--- src/rtl/cmd_pkg.sv ---
// Shared constants and types for the panel-control command path.
package params;
    localparam int BYTES_PER_PIXEL = 3;
endpackage

package cmd_pkg;
    localparam logic [7:0] OPC_BLANKPANEL = 8'h5A;
    localparam logic [7:0] OPC_FILLPANEL  = 8'h46;
    localparam logic [7:0] OPC_NOP        = 8'h00;

    typedef enum logic [1:0] {
        ST_IDLE,
        ST_ARGS,
        ST_RUN,
        ST_RELEASE
    } dispatch_fsm_t;

    typedef enum logic {
        TGT_BLANK,
        TGT_FILL
    } cmd_target_t;
endpackage

--- src/rtl/cmd_watchdog.sv ---
// Saturating up-counter that flags a command holding enable too long.
module cmd_watchdog #(
    parameter int TIMEOUT_CYCLES = 2**20
) (
    input  logic clk,
    input  logic reset,
    input  logic clear,
    input  logic enable,
    output logic expired
);
    localparam int W = $clog2(TIMEOUT_CYCLES + 1);
    localparam logic [W-1:0] CNT_LAST = W'(TIMEOUT_CYCLES - 1);
    localparam logic [W-1:0] CNT_MAX  = W'(TIMEOUT_CYCLES);

    logic [W-1:0] count;

    always_ff @(posedge clk) begin
        if (!reset) begin
            count <= '0;
        end else if (clear) begin
            count <= '0;
        end else if (enable && count != CNT_MAX) begin
            count <= count + 1'b1;
        end
    end

    assign expired = (count >= CNT_LAST);
endmodule

--- src/rtl/control_cmd_dispatch.sv ---
// Decodes UART opcode/argument bytes and enables one panel command block at a time.
module control_cmd_dispatch
    import cmd_pkg::*;
#(
    parameter int BYTES_PER_PIXEL = params::BYTES_PER_PIXEL,
    parameter int TIMEOUT_CYCLES  = 2**20
) (
    input  logic                         clk,
    input  logic                         reset,
    input  logic [7:0]                   data_rx,
    input  logic                         data_rx_ready,
    output logic                         ready_for_data,
    output logic                         blankpanel_enable,
    input  logic                         blankpanel_done,
    output logic                         fillpanel_enable,
    output logic [BYTES_PER_PIXEL*8-1:0] fillpanel_color,
    input  logic                         fillpanel_done,
    output logic                         busy,
    output logic                         err_opcode,
    output logic                         err_overrun,
    output logic                         err_timeout
);
    localparam int COLOR_W = BYTES_PER_PIXEL * 8;
    localparam int ARG_W   = $clog2(BYTES_PER_PIXEL + 1);
    localparam logic [ARG_W-1:0] ARG_LAST = ARG_W'(BYTES_PER_PIXEL - 1);

    dispatch_fsm_t      state, state_n;
    cmd_target_t        target, target_n;
    logic [COLOR_W-1:0] color_n;
    logic [ARG_W-1:0]   arg_cnt, arg_cnt_n;
    logic               err_opcode_n, err_overrun_n, err_timeout_n;
    logic               sel_done, wd_expired;

    cmd_watchdog #(.TIMEOUT_CYCLES(TIMEOUT_CYCLES)) u_watchdog (
        .clk     (clk),
        .reset   (reset),
        .clear   (state != ST_RUN),
        .enable  (state == ST_RUN),
        .expired (wd_expired)
    );

    assign sel_done = (target == TGT_BLANK) ? blankpanel_done : fillpanel_done;

    always_ff @(posedge clk) begin
        if (!reset) begin
            state           <= ST_IDLE;
            target          <= TGT_BLANK;
            fillpanel_color <= '0;
            arg_cnt         <= '0;
            err_opcode      <= 1'b0;
            err_overrun     <= 1'b0;
            err_timeout     <= 1'b0;
        end else begin
            state           <= state_n;
            target          <= target_n;
            fillpanel_color <= color_n;
            arg_cnt         <= arg_cnt_n;
            err_opcode      <= err_opcode_n;
            err_overrun     <= err_overrun_n;
            err_timeout     <= err_timeout_n;
        end
    end

    always_comb begin
        state_n       = state;
        target_n      = target;
        color_n       = fillpanel_color;
        arg_cnt_n     = arg_cnt;
        err_opcode_n  = err_opcode;
        err_overrun_n = err_overrun;
        err_timeout_n = err_timeout;
        case (state)
            ST_IDLE: begin
                if (data_rx_ready) begin
                    case (data_rx)
                        OPC_BLANKPANEL: begin
                            state_n       = ST_RUN;
                            target_n      = TGT_BLANK;
                            err_opcode_n  = 1'b0;
                            err_overrun_n = 1'b0;
                            err_timeout_n = 1'b0;
                        end
                        OPC_FILLPANEL: begin
                            state_n       = ST_ARGS;
                            arg_cnt_n     = '0;
                            color_n       = '0;
                            err_opcode_n  = 1'b0;
                            err_overrun_n = 1'b0;
                            err_timeout_n = 1'b0;
                        end
                        OPC_NOP: ;
                        default: err_opcode_n = 1'b1;
                    endcase
                end
            end
            ST_ARGS: begin
                if (data_rx_ready) begin
                    // First byte received ends up in the MSB after all shifts.
                    color_n   = (fillpanel_color << 8) | COLOR_W'(data_rx);
                    arg_cnt_n = arg_cnt + 1'b1;
                    if (arg_cnt == ARG_LAST) begin
                        state_n  = ST_RUN;
                        target_n = TGT_FILL;
                    end
                end
            end
            ST_RUN: begin
                if (data_rx_ready) err_overrun_n = 1'b1;
                // A done on the same cycle as expiry counts as normal completion.
                if (sel_done) begin
                    state_n = ST_RELEASE;
                end else if (wd_expired) begin
                    state_n       = ST_RELEASE;
                    err_timeout_n = 1'b1;
                end
            end
            ST_RELEASE: begin
                if (data_rx_ready) err_overrun_n = 1'b1;
                state_n = ST_IDLE;
            end
            default: state_n = ST_IDLE;
        endcase
    end

    assign ready_for_data    = (state == ST_IDLE) || (state == ST_ARGS);
    assign busy              = (state != ST_IDLE);
    assign blankpanel_enable = (state == ST_RUN) && (target == TGT_BLANK);
    assign fillpanel_enable  = (state == ST_RUN) && (target == TGT_FILL);
endmodule

--- config.mk ---
export PLATFORM = sky130hd
export DESIGN_NAME = control_cmd_dispatch
export DESIGN_NICKNAME = d
export VERILOG_FILES = /design/src/rtl/cmd_pkg.sv /design/src/rtl/cmd_watchdog.sv /design/src/rtl/control_cmd_dispatch.sv
export SDC_FILE = /design/constraint.sdc
export NUM_CORES = 1
export LEC_CHECK = 0
export ABC_AREA = 1
export BUFFER_PORTS_ARGS = -buffer_cell sky130_fd_sc_hd__clkbuf_2
export CORE_MARGIN = 3
export CORE_UTILIZATION = 40
export CTS_CLUSTER_DIAMETER = 40
export CTS_CLUSTER_SIZE = 14
export DETAILED_ROUTE_END_ITERATION = 10
export PLACE_DENSITY = 0.6
export SLEW_MARGIN = 30
export SYNTH_ARGS = -nofsm -noshare
export SYNTH_HDL_FRONTEND = slang
export SYNTH_SLANG_ARGS = --single-unit
--- constraint.sdc ---
create_clock -name clk -period 3.2 [get_ports clk]
set_input_delay 0.32 -clock clk [delete_from_list [all_inputs] [get_ports clk]]
set_output_delay 0.32 -clock clk [all_outputs]
set_load 0.02 [all_outputs]
==> results.yml <==
status:
  status: "finished clean"
placed_design:
  dpl-instance-area_sq_um: 3110
  place_hpwl_microns: 4930
  place_ws_ns: 1.02
  port-buffer-count: 43
  place_congestion: 0.810
drt:
  wirelength_microns: 6880
  vias: 2735
  antenna_left: 0
  dr.pass1.iters: 5
  drc: 0
  drtIter0Drc: 179
  viasPerCell: 5.05
  routedWlPerCell_microns: 12.7
job:
  drv_cap: 0
setup_path:
  crit_path_start_kind: "flop"
  worstPathCellList: "inv_1, ha_1, buf_4, nor2_2, nor2_4, nand2_4, a21oi_1, nor3_1"
  crit_type: "reg2reg"
  rrSetupSlack_ns: 0.98
  slowest_delay_ns: 0.52
  r2r-end: "fillpanel_color[8]"
  worstPathArrival_ns: 2.40
  r2r-start: "state[1]"
  path_delay_family: "simple AND/OR/NAND/NOR gates"
  worstRegToRegCells: 8
  crit_path_end_kind: "flop"
  cp_max_fo: 28
  crit_slowest_cell: "nor2_4"
  crit_required_ns: 3.38
  worst-path-buf-inv: 2
pwr:
  peakVddDrop_uv: 545
  p_leak_nw: 1.28
  cellPowerDensity_nw_per_um2: 785
floorplanning:
  dieArea_sq_um: 8290
  die_x_microns: 91.1
  io_pins: 44
  start_util_pct: 41.9
  floorplan.rows: 30
  coreArea_sq_um: 6910
  die_h_microns: 91.1
clocking:
  cts_tree: "done"
  clkLatencyLatePin_ns: 0.32
  cts_resized: 0
  post-cts-setup-buffers: 0
  clockBufferDepth: 2
  clkTransAtPathRegs_ns: 0.11
  ctsHtreeMaxLevel: 2
  cts_buffers: 5
  cts_sinks: 53
  root_buffer: "clkbuf_8"
  hold_buffers: 0
global_routing:
  grt_max_degree: 29
  grt_pass1_wl_microns: 11800
  track_usage_pct: 16.9
  grt_overflow: 0
  antenna_found_initial: 0
  grt_pass1_vias: 2448
layout:
  nets: 465
  final_area_sq_um: 3210
  num_antenna_cells: 0
  syn2layout_area_growth_pct: 10.8
  layout-drive-gt1-share_pct: 16.6
  nFillCells: 725
logic_synthesis:
  ys_ff_latch: 53
  synthesis.area_sq_um: 2900
  syn_area_per_cell_sq_um: 6.99
  yosysTopAreaCell: "dfxtp_1"
  seq_area_frac_synth_pct: 36.6
  syn-num-nets: 434
  postSynthCellCount: 414
  synth_area_leaders: "dfxtp_1, a21oi_1, nand2_1"
  yosys_warnings: 0
  ys_types: 36
  yosysTopAreaCellShare_pct: 36.6
timing:
  finalMaxSlewViolations: 0
  tns_ns: 0
  fin_skew_ns: 0.0136
  finalSetupViolCount: 0
  finalCritPeriodShare_pct: 69.4
  max_slew.worst_pin.slew_ns: 0.770
  relSlewSlack_pct: 48.4
  fin_crit_ns: 2.22
  fin_ws_ns: 0.981
  rsz0062_at_grt: "false"
  hold_viol: 0
  clock.fmax_mhz: 451
min_path:
  whs_path_depth: 3
  hold_path_end: "fillpanel_color[0]"
  min_path_type: "in2reg"
  hold_start: "data_rx[0]"
[cell families (layout without fill, tap and decap cells)]
kind of cell / Yosys count / count (layout) / share of synthesized area (%)
AOI/OAI and AO/OA: 88 / 88 / 16.2
xor gates and xnor gates: 10 / 10 / 3.02
buffers and inverters: 57 / 89 / 9.25
adders and majority gates: 7 / 7 / 3.02
and+or+nand+nor: 198 / 198 / 31.5
muxes: 1 / 1 / 0.346
DFF: 53 / 53 / 36.6
[state kept, by name, indices dropped and copies added (netlist names)]
| signal | cells |
|---|---|
| fillpanel_color | 24 |
| u_watchdog.count | 21 |
| arg_cnt | 2 |
| state | 2 |
| err_opcode | 1 |
| err_overrun | 1 |
| err_timeout | 1 |
| target | 1 |
[worst register-to-register path, cell delays in order, from the launching register on]
cell and delay (ns):
dfxtp_1 0.35, inv_1 0.08, ha_1 0.14, buf_4 0.29, nor2_2 0.11, nor2_4 0.52
nand2_4 0.31, a21oi_1 0.22, nor3_1 0.06
[layout make-up]
cell class | count | area, sq um | area share [%]
Inverter | 37 | 141 | 4.41
Tap cell | 96 | 120 | 3.75
Clock buffer | 5 | 68.8 | 2.15
Clock inverter | 3 | 26.3 | 0.819
Multi-Input combinational cell | 304 | 1570 | 48.8
Timing Repair Buffer | 44 | 223 | 6.94
Sequential cell | 53 | 1060 | 33.1
[cell usage in the layout, fill, tap and decap left out, types with 2 or more instances in the layout]
master / n
nand2_1: 86
a21oi_1: 71
dfxtp_1: 53
clkbuf_2: 43
nor2_1: 40
inv_1: 33
nor3_1: 27
nand3_1: 20
o21ai_0: 7
ha_1: 7
nand4_1: 6
xor2_1: 5
xnor2_1: 5
clkbuf_8: 5
nor2_2: 4
nor3_2: 3
a21oi_2: 3
nand3b_1: 3
inv_6: 3
inv_2: 2
nand3_2: 2
nor2_4: 2
nand2_4: 2
o21ai_1: 2
[how the worst max path moves through the flow]
stage | startpoint | to | slack, ns | depth (start not counted)
6_report | state[1] | fillpanel_color[8] | 0.98 | 8
5_1_grt | state[0] | fillpanel_color[2] | 0.77 | 7
4_1_cts | state[1] | fillpanel_color[2] | 0.99 | 8
3_5_place_dp | state[1] | fillpanel_color[21] | 1.02 | 8
3_3_place_gp | state[1] | fillpanel_color[12] | 1.07 | 8
2_1_floorplan | state[0] | state[0] | 1.65 | 11
[power breakdown]
part / switching (mW) / internal (mW)
sequential: 0.110 / 0.803
clock: 0.247 / 0.163
combinational: 0.838 / 0.354
total: 1.20 / 1.32
[stage by stage]
step	util [%]	cells	total power, mW	hold WS (ns)
floorplan	-	414	1.87	0.441
global placement	45.1	534	2.11	0.439
detailed placement	45.1	534	2.13	0.443
CTS	46.4	542	2.54	0.299
global route	46.4	542	2.72	0.310
finish	46.4	542	2.52	0.309
[cell usage after synthesis]
master	n
nand2_1	86
a21oi_1	71
dfxtp_1	53
nor2_1	40
inv_1	33
nor3_1	27
nand3_1	20
buf_2	8
ha_1	7
o21ai_0	7
nand4_1	6
clkbuf_1	5
xnor2_1	5
xor2_1	5
buf_6	4
nor2_2	4
a21oi_2	3
buf_4	3
nand3b_1	3
nor3_2	3
inv_2	2
nand2_4	2
nand3_2	2
nor2_4	2
o21ai_1	2
a211oi_1	1
a211oi_2	1
a31oi_1	1
and3_1	1
clkinv_1	1
inv_4	1
mux2i_1	1
nand2_2	1
nand4_2	1
o211ai_1	1
o21bai_1	1
[layer usage]
metal	vias up	GRT usage, %	part of all wire [%]
met2	53	26.2	45
met1	1244	24.2	50
met4	0	3.89	1.0
li1	1433	-	-
met5	-	0	0
met3	5	3.15	4.2
No activity file was read; power rests on OpenSTA's default activity.
